File: src/rtl/denise_colortable_ctrl.sv
// rtl/denise_colortable_ctrl.sv - Denise colour-table RAM controller: COLORxx write port, clear sequencer, pixel read tracking
// Optional write-to-read forwarding is compiled in with DENISE_CT_FWD_EN.
module denise_colortable_ctrl #(
    parameter int          RD_LAT      = 2,
    parameter logic [31:0] CLR_DEFAULT = 32'h0000_0000
) (
    input  logic        clk,
    input  logic        reset,
    input  logic        reg_wr,
    input  logic [4:0]  reg_idx,
    input  logic [2:0]  reg_bank,
    input  logic        reg_loct,
    input  logic [11:0] reg_data,
    input  logic        clr_start,
    output logic        clr_busy,
    output logic        clr_done,
    input  logic        pix_rd,
    input  logic [7:0]  pix_addr,
    output logic [31:0] pix_q,
    output logic        pix_valid,
    output logic        ram_wren,
    output logic        ram_enable,
    output logic [3:0]  ram_byteena,
    output logic [7:0]  ram_wraddress,
    output logic [31:0] ram_data,
    output logic [7:0]  ram_rdaddress,
    input  logic [31:0] ram_q
);

    typedef enum logic {ST_IDLE, ST_CLEAR} state_t;

    state_t      state;
    logic [7:0]  clr_ptr;
    logic        wr_en_nxt;
    logic [7:0]  wr_addr_nxt;
    logic [31:0] wr_data_nxt;
    logic [3:0]  wr_be_nxt;
    logic [RD_LAT-1:0] rd_vld;

    // Bus writes always win the port; the sequencer only fills idle cycles.
    always_comb begin
        wr_en_nxt   = 1'b0;
        wr_addr_nxt = 8'h00;
        wr_data_nxt = 32'h0000_0000;
        wr_be_nxt   = 4'b0000;
        if (reg_wr) begin
            wr_en_nxt   = 1'b1;
            wr_addr_nxt = {reg_bank, reg_idx};
            if (reg_loct) begin
                wr_data_nxt = {4'h0, reg_data, 16'h0000};
                wr_be_nxt   = 4'b1100;
            end else begin
                wr_data_nxt = {4'h0, reg_data, 4'h0, reg_data};
                wr_be_nxt   = 4'b1111;
            end
        end else if (state == ST_CLEAR) begin
            wr_en_nxt   = 1'b1;
            wr_addr_nxt = clr_ptr;
            wr_data_nxt = CLR_DEFAULT;
            wr_be_nxt   = 4'b1111;
        end
    end

    always_ff @(posedge clk or posedge reset) begin
        if (reset) begin
            state         <= ST_IDLE;
            clr_ptr       <= 8'h00;
            clr_busy      <= 1'b0;
            clr_done      <= 1'b0;
            ram_wren      <= 1'b0;
            ram_enable    <= 1'b0;
            ram_byteena   <= 4'b0000;
            ram_wraddress <= 8'h00;
            ram_data      <= 32'h0000_0000;
        end else begin
            ram_wren      <= wr_en_nxt;
            ram_enable    <= wr_en_nxt;
            ram_byteena   <= wr_be_nxt;
            ram_wraddress <= wr_addr_nxt;
            ram_data      <= wr_data_nxt;
            clr_done      <= 1'b0;
            case (state)
                ST_IDLE: begin
                    if (clr_start) begin
                        state    <= ST_CLEAR;
                        clr_ptr  <= 8'h00;
                        clr_busy <= 1'b1;
                    end
                end
                ST_CLEAR: begin
                    // A bus write in this cycle holds the pointer in place.
                    if (!reg_wr) begin
                        clr_ptr <= clr_ptr + 8'd1;
                        if (clr_ptr == 8'hFF) begin
                            state    <= ST_IDLE;
                            clr_busy <= 1'b0;
                            clr_done <= 1'b1;
                        end
                    end
                end
                default: state <= ST_IDLE;
            endcase
        end
    end

    always_ff @(posedge clk or posedge reset) begin
        if (reset) begin
            rd_vld <= '0;
        end else begin
            rd_vld[0] <= pix_rd;
            for (int i = 1; i < RD_LAT; i++) begin
                rd_vld[i] <= rd_vld[i-1];
            end
        end
    end

    assign ram_rdaddress = pix_addr;
    assign pix_valid     = rd_vld[RD_LAT-1];

`ifdef DENISE_CT_FWD_EN
    logic        h_wren [RD_LAT];
    logic [7:0]  h_addr [RD_LAT];
    logic [31:0] h_data [RD_LAT];
    logic [3:0]  h_be   [RD_LAT];
    logic [7:0]  rd_addr_pipe [RD_LAT];
    logic [31:0] fwd_q;

    // Entry 0 holds the write the RAM performed last cycle; the oldest entry
    // lines up with the cycle the returning read sampled the array.
    always_ff @(posedge clk or posedge reset) begin
        if (reset) begin
            for (int i = 0; i < RD_LAT; i++) begin
                h_wren[i]       <= 1'b0;
                h_addr[i]       <= 8'h00;
                h_data[i]       <= 32'h0000_0000;
                h_be[i]         <= 4'b0000;
                rd_addr_pipe[i] <= 8'h00;
            end
        end else begin
            h_wren[0]       <= ram_wren;
            h_addr[0]       <= ram_wraddress;
            h_data[0]       <= ram_data;
            h_be[0]         <= ram_byteena;
            rd_addr_pipe[0] <= pix_addr;
            for (int i = 1; i < RD_LAT; i++) begin
                h_wren[i]       <= h_wren[i-1];
                h_addr[i]       <= h_addr[i-1];
                h_data[i]       <= h_data[i-1];
                h_be[i]         <= h_be[i-1];
                rd_addr_pipe[i] <= rd_addr_pipe[i-1];
            end
        end
    end

    // Apply oldest to newest so the most recent write owns each byte.
    always_comb begin
        fwd_q = ram_q;
        for (int k = RD_LAT - 1; k >= 0; k--) begin
            if (h_wren[k] && (h_addr[k] == rd_addr_pipe[RD_LAT-1])) begin
                for (int b = 0; b < 4; b++) begin
                    if (h_be[k][b]) begin
                        fwd_q[8*b +: 8] = h_data[k][8*b +: 8];
                    end
                end
            end
        end
    end

    assign pix_q = pix_valid ? fwd_q : 32'h0000_0000;
`else
    assign pix_q = pix_valid ? ram_q : 32'h0000_0000;
`endif

endmodule

File: config.mk
export PLATFORM = sky130hd
export DESIGN_NAME = denise_colortable_ctrl
export DESIGN_NICKNAME = d
export VERILOG_FILES = /design/src/rtl/denise_colortable_ctrl.sv
export SDC_FILE = /design/constraint.sdc
export NUM_CORES = 1
export LEC_CHECK = 0
export CAP_MARGIN = 20
export CORE_MARGIN = 5
export CORE_UTILIZATION = 30
export CTS_CLUSTER_SIZE = 10
export DETAILED_ROUTE_END_ITERATION = 8
export PLACE_DENSITY_LB_ADDON = 0.12
export REMOVE_ABC_BUFFERS = 1
export SETUP_SLACK_MARGIN = 0.05
export SLEW_MARGIN = 30
export SYNTH_ARGS = -nofsm -noshare
export SYNTH_HDL_FRONTEND = slang
export SYNTH_SLANG_ARGS = --single-unit
File: constraint.sdc
create_clock -name clk -period 3.45 [get_ports clk]
set_input_delay 0.345 -clock clk [delete_from_list [all_inputs] [get_ports clk]]
set_output_delay 0.345 -clock clk [all_outputs]
set_load 0.005 [all_outputs]
==> summary.txt, run 1 <==
Outcome
  – Status: complete, no violations

STA
  – Clk_skew: 0.005449 ns
  – Setup TNS: 0 ns
  – Fmax: 457.3 MHz
  – Slew margin rel.: 53.88%
  – Slew at the pin closest to its max-slew limit: 0.6917 ns
  – RSZ-0062 raised after global routing: false
  – Final period util: 63.38%
  – Final min period: around 2.2 ns
  – Final worst setup slack: between 1 and 1.5 ns
  – Final Max Slew Viols: 0
  – Final number of setup-violating endpoints: 0
  – Fin. Hold Viols: 0
  – Worst hold slack: 0.3528 ns

Synth
  – Synth top cells by count: and2_1 (56), dfrtp_1 (47), buf_4 (20)
  – Post-synth EDFFs: 0
  – YS warnings: 0
  – Synth area leader: dfrtp_1
  – Synthesized area: 2083 um^2
  – Top cells by area, synth: dfrtp_1 (56%), and2_1 (17%), buf_4 (7.2%)
  – Sequential area share after synthesis: between 50% and 60%
  – Synth Flop Type: dfrtp_1
  – Ys async rst share: 100.0%
  – Cell with the most instances after synthesis: and2_1
  – Synth cell types: 30
  – Cells after synthesis: 188
  – Post-Syn Area per Cell: between 10 and 15 um^2
  – Share of the synthesized area in the top cell type: ~56%
  – #FFs+latches synth: 47

Placed design
  – Pre-CTS setup slack: 1.321 ns
  – PortBufs: 130
  – Routability Congestion: 0.7295
  – DP HPWL: 4.602 mm

Final layout
  – Area grow syn2layout: 66.43%
  – Fillers: roughly 600
  – Antenna Cells: 0
  – Final Net Count: 370
  – Layout cells sized above 1: 4.276%

Drt
  – Total number of vias: 1654
  – Highest routed metal layer: met4
  – Router iterations before antenna repair: 4
  – Remaining DRCs: 0
  – Final ANT Viol Nets: 0
  – WL/cell: 14.82 um
  – Wl on met1: 2.440 mm
  – Via/cell ratio: 4.135
  – DRT iter0 DRCs: 46
  – Met3 Wirelength: 389 um
  – WL final: 5.928 mm
  – Met2 Wirelength: 3.002 mm

Floorplanning
  – I/O Pins: ~160
  – Die Height: 93.33 um
  – Die area: 8710 um^2
  – Die W: 93.33 um
  – Initial core utilization: between 30% and 40%
  – Core Region: just under 7000 um^2
  – Row count: 30

Clock tree
  – Clock tree buffer depth: 2
  – Clock-pin slew on the worst setup and hold paths: about 0.080 ns
  – Root Buffer: clkbuf_8
  – TritonCTS clock tree: yes
  – CTS buffer count: 5
  – PostCTS Resize Cnt: 0
  – Clock sink total: between 40 and 50
  – Worst-Skew Late Latency: 0.30 ns
  – H-tree Lvls: 2
  – CTS Hold Bufs: 0
  – Post-CTS setup buffers: 0

Power
  – Clock share of power: 28.9%
  – Flop pwr share: 47.2%
  – LEAKAGE: 0.001475 uW
  – Internal power: 1076 uW
  – Sw Ratio: 25.54%
  – Total power: 1445 uW
  – Power Density: 416.7 nW/um^2
  – Comb power frac: a little under a quarter
  – Net Switching: between 300 and 400 uW
  – Maximum vdd drop: around 0.29 mV

GRT
  – Total track usage: 13.14%
  – Initial antenna violation count: 0
  – First-pass GRT wire length: 8.963 mm
  – Pin count of the biggest net entering global routing: 48
  – Grt total ovfl: 0
  – Vias in the first global route: 1694

Setup path
  – Critical Path End Type: output pin
  – Startpoint Class: flop
  – Reg2reg setup slack: 1.98 ns
  – Critical Path Fanout Max: 33
  – Critical path class: flop to output pin
  – Worst path required time: just over 3 ns
  – Worst Path Arrival: 1.84 ns

Min path
  – HP Class: flop to flop

Flow run
  – Max Cap Viol: 0
[cells by family (layout without fill, tap and decap cells)]
family / after synthesis / in the layout / share of synthesized area [%]
AOI/OAI and AO/OA: 18 / 18 / 6.547
xor gates and xnor gates: 2 / 2 / 0.8410
adders and majority gates: 1 / 1 / 0.6005
buffers and inverters: 33 / 142 / 9.730
DFF: 47 / 47 / 56.46
muxes: 3 / 3 / 1.502
other: 1 / 8 / 0.1800
and+or+nand+nor: 83 / 83 / 24.14
[flip-flops by register name (all words and copies together), names as in the netlist]
name and flops:
ram_data 24, clr_ptr 8, ram_wraddress 8, rd_vld 2, clr_busy 1, clr_done 1
ram_byteena 1, ram_enable 1, state 1
[power groups by stage]
stage / combinational [uW] / clock (uW) / sequential [uW]
2_1_floorplan: 138 / 0 / 682
3_3_place_gp: 343 / 0 / 693
3_5_place_dp: 347 / 0 / 693
4_1_cts: 351 / 422 / 683
5_1_grt: 379 / 450 / 694
6_report: 346 / 417 / 681
[critical path, cell delays in order, from the launching register on]
cell and delay (ns):
dfrtp_1 0.79, and2_1 0.22, clkdlybuf4s50_1 0.53
[cell type report]
cell class	count	area (um^2)	area share (%)
Timing Repair Buffer	131	1309	37.75
Sequential cell	47	1176	33.92
Multi-Input combinational cell	115	730.7	21.08
Tap cell	96	120.1	3.464
Clock buffer	6	82.58	2.382
Clock inverter	2	35.03	1.010
Inverter	3	13.76	0.3970
[through the flow]
stage	cells	utilization, %	area [um^2]
after global placement	392	49.26	3347
after detailed placement	392	49.30	3349
final	400	51.03	3467
after CTS	400	51.03	3467
after floorplan	165	-	1918
after global routing	400	51.03	3467
[final timing paths]
path / startpoint / endpoint / depth (start not counted)
setup / recovery: rd_vld[1]$_DFF_PP0_ / pix_q[11] / 2
hold / removal: rd_vld[0]$_DFF_PP0_ / rd_vld[1]$_DFF_PP0_ / 0
setup reg to reg: state$_DFF_PP0_ / clr_ptr[5]$_DFFE_PP0P_ / 3
hold reg to reg: rd_vld[0]$_DFF_PP0_ / rd_vld[1]$_DFF_PP0_ / 0
max in group asynchronous: reset / ram_data[22]$_DFF_PP0_ / 2
min in group asynchronous: reset / ram_data[19]$_DFF_PP0_ / 2
[metal layers]
layer	GRT usage, %	vias up
li1	-	809
met1	16.31	753
met2	22.10	83
met3	3.540	9
met4	4.274	0
met5	0	-
[placed cells by master (no fill, tap or decap), types with 2 or more instances in the layout]
cell             count
a22o_1               7
and2_1              56
clkbuf_8             6
clkdlybuf4s50_1    130
conb_1               8
dfrtp_1             47
inv_1                2
mux2i_1              2
nand2_1              8
nand2b_1             5
nand3_1              3
nand4_1              2
nor2_1               2
nor2b_1              2
o211ai_1             2
o21ai_0              4
xnor2_1              2
Power figures use the tool's default switching activity.
==> run 2: changes to the inputs <==
==> constraint.sdc (replaced) <==
create_clock -name clk -period 2 [get_ports clk]
set_input_delay 0.2 -clock clk [delete_from_list [all_inputs] [get_ports clk]]
set_output_delay 0.2 -clock clk [all_outputs]
set_load 0.005 [all_outputs]
==> run 2 against run 1 <==
Net effect: critical path depth up 1; design area increased by 0.47%; worst hold slack worse by 0.17 ns; clock power up 45%; sequential share of layout area decreased by 0.16 points; cell count up 1.3%; register-to-register slack worse by 1.3 ns; count of clock-buffer cells in the layout is the same; global-route usage decreased by 0.062 points; critical endpoint is now pix_q[19]; largest power group unchanged; highest routed layer unchanged.
==> summary.txt, run 2 (synthesis results as in run 1) <==
Clock tree
  – Post-CTS setup buffers: 0 (unchanged)
  – TritonCTS clock tree: yes (unchanged)
  – Root Buffer: clkbuf_8 (unchanged)
  – Clock-pin slew on the worst setup and hold paths: 0.09 ns (was 0.08 ns)
  – H-tree Lvls: 2 (unchanged)
  – CTS buffer count: 5 (unchanged)
  – Worst-Skew Late Latency: 0.30 ns (about the same)
  – PostCTS Resize Cnt: 0 (unchanged)
  – Clock sink total: 47 (unchanged)
  – Clock tree buffer depth: 2 (unchanged)
  – CTS Hold Bufs: 0 (unchanged)

Drt
  – Router iterations before antenna repair: 4 (unchanged)
  – DRT iter0 DRCs: 37 (was 46)
  – Remaining DRCs: 0 (unchanged)
  – Final ANT Viol Nets: 0 (unchanged)
  – WL final: 5.874 mm (was 5.928 mm)
  – WL/cell: 14.50 um (was 14.82 um)
  – Total number of vias: 1682 (was 1654)
  – Via/cell ratio: 4.153 (was 4.135)

GRT
  – Vias in the first global route: 1626 (was 1694)
  – Initial antenna violation count: 0 (unchanged)
  – First-pass GRT wire length: 8.756 mm (was 8.963 mm)
  – Met1 Usage GRT: 15.05% (was 16.31%)
  – Total track usage: 13.08% (was 13.14%)
  – M3 GR Usage: 4.344% (was 3.540%)
  – Grt total ovfl: 0 (unchanged)
  – Pin count of the biggest net entering global routing: 34 (was 48)
  – M2 GR Usage: 22.63% (was 22.10%)
  – Gr busiest metal: met2 (unchanged)

Final layout
  – Most frequent cells in the layout: clkdlybuf4s50_1 (130), and2_1 (56), dfrtp_1 (47) (unchanged)
  – Antenna Cells: 0 (unchanged)
  – Most common cell after layout, fill and taps aside: clkdlybuf4s50_1 (unchanged)
  – Area grow syn2layout: 67.21% (was 66.43%)
  – Final Net Count: 375 (was 370)
  – Biggest register: ram_data (unchanged)
  – Post-route insts no fill: 405 (was 400)
  – Layout cells sized above 1: 5.825% (was 4.276%)
  – Max FFs per register: 24 (unchanged)
  – Biggest regs: ram_data x24, clr_ptr x8, ram_wraddress x8 (unchanged)

Floorplanning
  – Die area: 8710 um^2 (unchanged)
  – Initial core utilization: 30.66% (unchanged)
  – Die Height: 93.33 um (unchanged)
  – Core Region: 6794 um^2 (unchanged)
  – I/O Pins: 155 (unchanged)
  – Row count: 30 (unchanged)
  – Die W: 93.33 um (unchanged)

Placed design
  – PortBufs: 130 (unchanged)
  – DP HPWL: 4.693 mm (was 4.602 mm)
  – Pre-CTS setup slack: 0.3477 ns (was 1.321 ns)
  – Placed insts: 397 (was 392)
  – Routability Congestion: 0.7370 (was 0.7295)

Power
  – Power Density: 682.0 nW/um^2 (was 416.7 nW/um^2)
  – Maximum vdd drop: 0.5467 mV (was 0.2902 mV)
  – LEAKAGE: 0.001485 uW (was 0.001475 uW)
  – Total power: 2376 uW (was 1445 uW)

Setup path
  – Reg2reg setup slack: 0.69 ns (was 1.98 ns)
  – Startpoint Class: flop (unchanged)
  – Critical Path End Type: output pin (unchanged)
  – Worst path required time: 1.80 ns (was 3.11 ns)
  – Critical Path Fanout Max: 33 (unchanged)
  – Critical path class: flop to output pin (unchanged)
  – Worst Path Arrival: 1.55 ns (was 1.84 ns)

STA
  – Final worst setup slack: 0.2534 ns (was 1.263 ns)
  – Clk_skew: 0.006411 ns (was 0.005449 ns)
  – Fmax: 572.5 MHz
  – Slew at the pin closest to its max-slew limit: 0.5058 ns (was 0.6917 ns)
  – Fin. Hold Viols: 0 (unchanged)
  – Setup TNS: 0 ns (unchanged)
  – Final Max Slew Viols: 0 (unchanged)
  – RSZ-0062 raised after global routing: false (unchanged)
  – Slew margin rel.: 66.21% (was 53.88%)
  – Final min period: roughly 1.7 ns
  – Final number of setup-violating endpoints: 0 (unchanged)
  – Final period util: 87.33%

Min path
  – HP Class: input pin to asynchronous set/reset pin (was flop to flop)

Flow run
  – Max Cap Viol: 0 (unchanged)

Outcome
  – Status: complete, no violations (unchanged)
-- run 2: stage by stage --
stage / hold slack (ns) / instance area, um^2 / util, %
2_1_floorplan: 0.2314 / 1918 / -
3_3_place_gp: 0.3334 / 3385 / 49.82
4_1_cts: 0.1982 / 3483 / 51.27
6_report: 0.1842 / 3483 / 51.27
3_5_place_dp: 0.3517 / 3385 / 49.82
5_1_grt: 0.2233 / 3483 / 51.27
-- run 2: path summary, 6_finish.rpt --
kind                                     startpoint  cells after the start                endpoint
worst max-delay path            rd_vld[1]$_DFF_PP0_                      3               pix_q[19]
worst min-delay path                          reset                      2     rd_vld[1]$_DFF_PP0_
worst max register to register      state$_DFF_PP0_                      4  clr_ptr[7]$_DFFE_PP0P_
worst min register to register  rd_vld[0]$_DFF_PP0_                      0     rd_vld[1]$_DFF_PP0_
max in group asynchronous                     reset                      3   ram_data[8]$_DFF_PP0_
min in group clk                             pix_rd                      1     rd_vld[0]$_DFF_PP0_
-- run 2: routing by layer --
layer / routed length (um) / up-vias
li1: - / 819
met1: 2284 / 778
met2: 3054 / 76
met3: 449 / 9
met4: 85 / 0
met5: 0 / -
-- run 2: area by class of cell --
class / count / area [um^2]
inverters: 3 / 11.26
flip-flops and latches: 47 / 1176
well taps: 96 / 120.1
repair buffers: 136 / 1346
multi-input cells: 115 / 730.7
fillers: 626 / 3311
clock buffers: 6 / 82.58
clock inverters: 2 / 16.27
-- run 2: report_power, final --
| part | internal [uW] | switching (uW) |
|---|---|---|
| clock | 282 | 322 |
| combinational | 390 | 208 |
| sequential | 1060 | 108 |
| total | 1740 | 638 |
-- run 2: critical path: stages (launching register included) --
cell and delay, ns:
dfrtp_1 0.33, buf_4 0.24, and2_1 0.16, clkdlybuf4s50_1 0.52
